File: src/rtl/alu_ctrl_pkg.sv
// Shared definitions for the ALU sequencer: FSM states, micro-instruction
// field layout and datapath widths.
package alu_ctrl_pkg;

  localparam int REG_ADDR_W = 5;
  localparam int DATA_W     = 32;
  localparam int INSTR_W    = 32;
  localparam int IMM_W      = 16;

  localparam int OP_MSB      = 31;
  localparam int OP_LSB      = 29;
  localparam int USE_IMM_BIT = 28;
  localparam int ZERO_A_BIT  = 27;
  localparam int WB_EN_BIT   = 26;
  localparam int RD_MSB      = 25;
  localparam int RD_LSB      = 21;
  localparam int RS_MSB      = 20;
  localparam int RS_LSB      = 16;
  localparam int IMM_MSB     = 15;
  localparam int IMM_LSB     = 0;

  typedef enum logic [2:0] {
    ST_IDLE,
    ST_DECODE,
    ST_EXEC,
    ST_WB,
    ST_DONE
  } state_t;

  typedef struct packed {
    logic [2:0]            alu_op;
    logic                  use_imm;
    logic                  zero_a;
    logic                  wb_en;
    logic [REG_ADDR_W-1:0] rd;
    logic [REG_ADDR_W-1:0] rs;
    logic [REG_ADDR_W-1:0] rt;
    logic [IMM_W-1:0]      imm;
  } instr_fields_t;

endpackage

File: src/rtl/alu_instr_decode.sv
// Combinational field split of a micro-instruction word.
module alu_instr_decode
  import alu_ctrl_pkg::*;
(
  input  logic [INSTR_W-1:0] instr_word,
  output instr_fields_t      fields
);

  always_comb begin
    fields.alu_op  = instr_word[OP_MSB:OP_LSB];
    fields.use_imm = instr_word[USE_IMM_BIT];
    fields.zero_a  = instr_word[ZERO_A_BIT];
    fields.wb_en   = instr_word[WB_EN_BIT];
    fields.rd      = instr_word[RD_MSB:RD_LSB];
    fields.rs      = instr_word[RS_MSB:RS_LSB];
    fields.rt      = instr_word[IMM_LSB+REG_ADDR_W-1:IMM_LSB];
    fields.imm     = instr_word[IMM_MSB:IMM_LSB];
  end

endmodule

File: src/rtl/alu_seq_ctrl.sv
// Issue-side sequencer for the ALU/register-file datapath: accepts one
// micro-instruction, walks DECODE/EXEC/WB, then returns a status response.
module alu_seq_ctrl
  import alu_ctrl_pkg::*;
#(
  parameter bit          R0_READ_ONLY = 1'b1,
  parameter int unsigned CNT_W        = 16
) (
  input  logic                  clk,
  input  logic                  rst,
  input  logic                  cmd_valid,
  output logic                  cmd_ready,
  input  logic [INSTR_W-1:0]    cmd_instr,
  output logic                  resp_valid,
  input  logic                  resp_ready,
  output logic [DATA_W-1:0]     resp_result,
  output logic                  resp_ovf,
  output logic                  resp_zero,
  output logic [CNT_W-1:0]      retired,
  output logic [REG_ADDR_W-1:0] read_addr1,
  output logic [REG_ADDR_W-1:0] read_addr2,
  output logic [REG_ADDR_W-1:0] write_addr,
  output logic [DATA_W:0]       write_data,
  output logic                  reg_read,
  output logic                  reg_write,
  output logic [IMM_W-1:0]      instr,
  output logic                  ALUSrc1,
  output logic                  ALUSrc2,
  output logic [2:0]            ALUOp,
  input  logic [DATA_W-1:0]     alu_result,
  input  logic                  ovf,
  input  logic                  zero
);

  state_t state, next_state;
  logic [INSTR_W-1:0] instr_q, instr_d;
  instr_fields_t      f;
  logic               accept;
  logic               resp_valid_q, reg_write_q;

  logic [REG_ADDR_W-1:0] ra1_d, ra2_d, wa_d;
  logic [DATA_W:0]       wd_d;
  logic [IMM_W-1:0]      imm_d;
  logic                  rd_en_d, we_d, src1_d, src2_d;
  logic [2:0]            op_d;

  // rst gates the handshake and the write strobe so nothing leaks out in
  // the cycle where reset is being applied.
  assign cmd_ready  = !rst && (state == ST_IDLE || (state == ST_DONE && resp_ready));
  assign accept     = cmd_valid && cmd_ready;
  assign reg_write  = reg_write_q && !rst;
  assign resp_valid = resp_valid_q && !rst;

  // Decode the word being latched this edge so the registered outputs are
  // already valid in the first DECODE cycle.
  assign instr_d = accept ? cmd_instr : instr_q;

  alu_instr_decode u_decode (
    .instr_word (instr_d),
    .fields     (f)
  );

  always_comb begin
    next_state = state;
    case (state)
      ST_IDLE:   if (cmd_valid) next_state = ST_DECODE;
      ST_DECODE: next_state = ST_EXEC;
      ST_EXEC:   next_state = ST_WB;
      ST_WB:     next_state = ST_DONE;
      ST_DONE:   if (resp_ready) next_state = cmd_valid ? ST_DECODE : ST_IDLE;
      default:   next_state = ST_IDLE;
    endcase
  end

  always_comb begin
    ra1_d   = '0;
    ra2_d   = '0;
    wa_d    = '0;
    wd_d    = '0;
    imm_d   = '0;
    rd_en_d = 1'b0;
    we_d    = 1'b0;
    src1_d  = 1'b0;
    src2_d  = 1'b0;
    op_d    = '0;
    if (next_state inside {ST_DECODE, ST_EXEC, ST_WB}) begin
      ra1_d   = f.rs;
      ra2_d   = f.rt;
      imm_d   = f.imm;
      rd_en_d = 1'b1;
      src1_d  = f.zero_a;
      src2_d  = f.use_imm;
      op_d    = f.alu_op;
    end
    if (next_state == ST_WB) begin
      wa_d = f.rd;
      wd_d = {ovf, alu_result};
      we_d = f.wb_en && !(R0_READ_ONLY && f.rd == '0);
    end
  end

  always_ff @(posedge clk) begin
    if (rst) begin
      state        <= ST_IDLE;
      instr_q      <= '0;
      resp_valid_q <= 1'b0;
      resp_result  <= '0;
      resp_ovf     <= 1'b0;
      resp_zero    <= 1'b0;
      retired      <= '0;
      read_addr1   <= '0;
      read_addr2   <= '0;
      write_addr   <= '0;
      write_data   <= '0;
      reg_read     <= 1'b0;
      reg_write_q  <= 1'b0;
      instr        <= '0;
      ALUSrc1      <= 1'b0;
      ALUSrc2      <= 1'b0;
      ALUOp        <= '0;
    end else begin
      state        <= next_state;
      instr_q      <= instr_d;
      resp_valid_q <= (next_state == ST_DONE);
      if (state == ST_EXEC) begin
        resp_result <= alu_result;
        resp_ovf    <= ovf;
        resp_zero   <= zero;
      end
      if (state == ST_DONE && resp_ready) retired <= retired + CNT_W'(1);
      read_addr1  <= ra1_d;
      read_addr2  <= ra2_d;
      write_addr  <= wa_d;
      write_data  <= wd_d;
      reg_read    <= rd_en_d;
      reg_write_q <= we_d;
      instr       <= imm_d;
      ALUSrc1     <= src1_d;
      ALUSrc2     <= src2_d;
      ALUOp       <= op_d;
    end
  end

endmodule

File: config.mk
export PLATFORM = sky130hd
export DESIGN_NAME = alu_seq_ctrl
export DESIGN_NICKNAME = d
export VERILOG_FILES = /design/src/rtl/alu_ctrl_pkg.sv /design/src/rtl/alu_instr_decode.sv /design/src/rtl/alu_seq_ctrl.sv
export SDC_FILE = /design/constraint.sdc
export NUM_CORES = 1
export LEC_CHECK = 0
export BUFFER_PORTS_ARGS = -buffer_cell sky130_fd_sc_hd__buf_4
export CAP_MARGIN = 20
export CORE_MARGIN = 4
export CORE_UTILIZATION = 52
export DETAILED_ROUTE_END_ITERATION = 16
export PLACE_DENSITY_LB_ADDON = 0.12
export RECOVER_POWER = 100
export SYNTH_ARGS = -nofsm -noshare
export SYNTH_HDL_FRONTEND = slang
export SYNTH_SLANG_ARGS = --single-unit
File: constraint.sdc
create_clock -name clk -period 3.6 [get_ports clk]
set_input_delay 0.72 -clock clk [delete_from_list [all_inputs] [get_ports clk]]
set_output_delay 0.72 -clock clk [all_outputs]
set_load 0.005 [all_outputs]
==> metrics <==
max capacitance violation total 0; Worst Hold Depth 2; dpl hpwl 8642 µm; worst r2r dst read_addr1[0]$_SDFF_PP0_; I/O pin total 193; commonest cells after routing, fill and taps aside dfxtp_1 (152), clkbuf_4 (95), nor2_1 (76); FILL cells 704; Placer Congestion 0.7969; fin nets 759; die footprint 11180 µm²; Yosys top cell by area dfxtp_1; clk_skew 0.007773 ns; Synth warnings 0; CP Data Arrival Time 3.19 ns; Max Slew Vio Count 0; Sink Count 152; Reg2Reg Launch Point state[2]$_SDFF_PP0_; fin cells 829; H-Tree Depth 4; setup TNS 0 ns; synth unique cells 38; Final Cycle Share 78.76%; RSZ-0062 raised after global routing no; startpoint of the worst hold path alu_result[13]; drt initial violations 156; Rel. slew slack 24.12%; FF-to-FF setup slack 0.94 ns; Worst-Margin Slew 1.138 ns; crit end category flip-flop; crit path kind in -> reg; max frequency 352.7 MHz; Synth area leaders dfxtp_1 (61%), mux2i_1 (6.6%), nor2_1 (5.7%); Chip Width 105.7 µm; first-pass GRT wire length 19410 µm; syn_nets 577; vias in the first global route 3885; startpoint types primary input; maximum vdd drop 0.0003033 V; WP data required 3.95 ns; CTS Hold Bufs 0; hold endpoint write_data[13]$_SDFF_PP0_; Reg2Reg Depth 5; Post-Synthesis Cells 506; pwr dens 574.6 nW/µm²; grt ovf 0; GRT Util Overall 21.70%; leakage power 3.092 nW; minimum clock period 2.835 ns; placed insts 797; register area share after synthesis 61.26%; Antenna Diode Count 0; initial antenna violation count 0; number of post-CTS setup repair buffers 0; CTS Buf Count 17; vias after detailed routing 4071; DIE HEIGHT 105.7 µm; Layout area overhead 39.52%; Port Buffers 192; total wire length 12200 µm; status completed; drt pass-1 iters 4; worst hold path type in -> reg; final setup vio count 0; post-DR wirelength/cell 14.72 µm; Clock Pin Slew Worst Setup and Hold Paths 0.06 ns; largest net degree at the start of global routing 63; final hold vios 0; drt drc 0; Final Total Pwr 3.982 mW; post_cts resized 0; share of post-route cells with drive strength above 1 28.57%; crit-path max FO 62; TritonCTS clock tree done; #FFs+latches synth 152; syn avg cell area 9.817 µm²; core area 9284 µm²; initial core utilization 53.50%; Routed Antenna Nets 0; worst skew pair latency 0.51 ns; synthesized area 4967 µm²; commonest non-fill, non-tap cell in the layout dfxtp_1; CTS Root Cell clkbuf_8; CTS max path bufs 2; routed vias/inst 4.911; Core Rows 35; Yosys top cell area share 61.26%
==> synth_stat cells <==
cell type / instances
o31ai_1: 4
o2111ai_1: 1
xor2_1: 7
and4_4: 1
nor3_1: 2
nor4_1: 2
nand2b_1: 1
or2_1: 1
buf_6: 1
xnor2_1: 2
ha_1: 1
clkbuf_1: 19
nand2_1: 72
nor2b_1: 5
buf_1: 2
or3_1: 2
or4_1: 6
inv_1: 3
o221a_2: 1
mux2_1: 1
nand4_1: 4
inv_2: 1
o211ai_1: 1
mux2i_1: 33
and4b_1: 1
and3_1: 2
buf_4: 7
a21oi_1: 43
and4bb_1: 1
o21ai_1: 2
nand3_1: 7
nand2_4: 1
buf_2: 6
nor2_2: 1
dfxtp_1: 152
nand4bb_1: 1
nor2_1: 76
and2_1: 33
==> layer usage <==
layer	track usage (%)	vias up	routed length, µm	part of all wire [%]
met5	0	-	0	0
met2	35.61	147	5944	49
met3	8.328	15	1011	8.3
met1	26.22	1893	5060	41
met4	7.123	0	186	1.5
li1	-	2016	-	-
==> sequential cells by signal, indices dropped and copies added (netlist names), 3 cells and up <==
signal,count
instr_q,32
instr,12
retired,16
state,3
resp_result,32
read_addr2,4
ALUOp,3
write_data,33
read_addr1,5
write_addr,5
==> worst max path at each step <==
stage                     from                  endpoint  slack [ns]  depth (start not counted)
final                      rst  read_addr1[0]$_SDFF_PP0_        0.76                          6
after global routing       rst      instr[11]$_SDFF_PP0_        0.55                          6
after CTS                  rst                 reg_write        0.95                          4
after detailed placement   rst       ALUOp[0]$_SDFF_PP0_        0.89                          6
after global placement     rst    instr_q[13]$_SDFF_PP0_        0.94                          5
after floorplan            rst                 reg_write        1.54                          3
==> area by class of cell <==
class	count	area (µm²)	share of cell area (%)
clock buffers	20	445.4	6.427
well taps	129	161.4	2.329
clock inverters	11	171.4	2.473
inverters	4	15.01	0.2166
multi-input cells	315	1727	24.91
repair buffers	198	1368	19.73
flip-flops and latches	152	3043	43.91
==> report_power, final <==
group | total [mW] | switching, mW | leakage [nW] | internal, mW
sequential | 1.80 | 0.0368 | 1.23 | 1.76
combinational | 0.359 | 0.188 | 1.56 | 0.172
clock | 1.82 | 0.662 | 0.297 | 1.16
==> through the flow <==
step | instance area, µm² | util, % | hold WS, ns | setup slack (ns)
after floorplan | 4967 | - | 0.4527 | 1.542
after global placement | 6447 | 69.45 | 0.4425 | 0.9352
after detailed placement | 6447 | 69.45 | 0.4492 | 0.8876
after CTS | 7064 | 76.09 | 0.3894 | 0.9512
after global routing | 6930 | 74.65 | 0.3978 | 0.5534
final | 6930 | 74.65 | 0.4156 | 0.7645
==> critical path: stages <==
cell and delay, ns:
buf_4 0.48, buf_4 0.44, nor3_1 0.12, nor2_1 0.47
clkbuf_1 0.74, nor2_1 0.15
==> cells by family (layout without fill, tap and decap cells) <==
group	after synthesis	after routing	synth area share, %
DFF	152	152	61.26
buffers and inverters	39	233	3.778
and+or+nand+nor	219	219	20.55
muxes	34	34	6.877
AOI/OAI and AO/OA	52	52	5.693
xor gates and xnor gates	9	9	1.587
adders and majority gates	1	1	0.2518
Note: power is estimated with default switching activity, not from simulation.
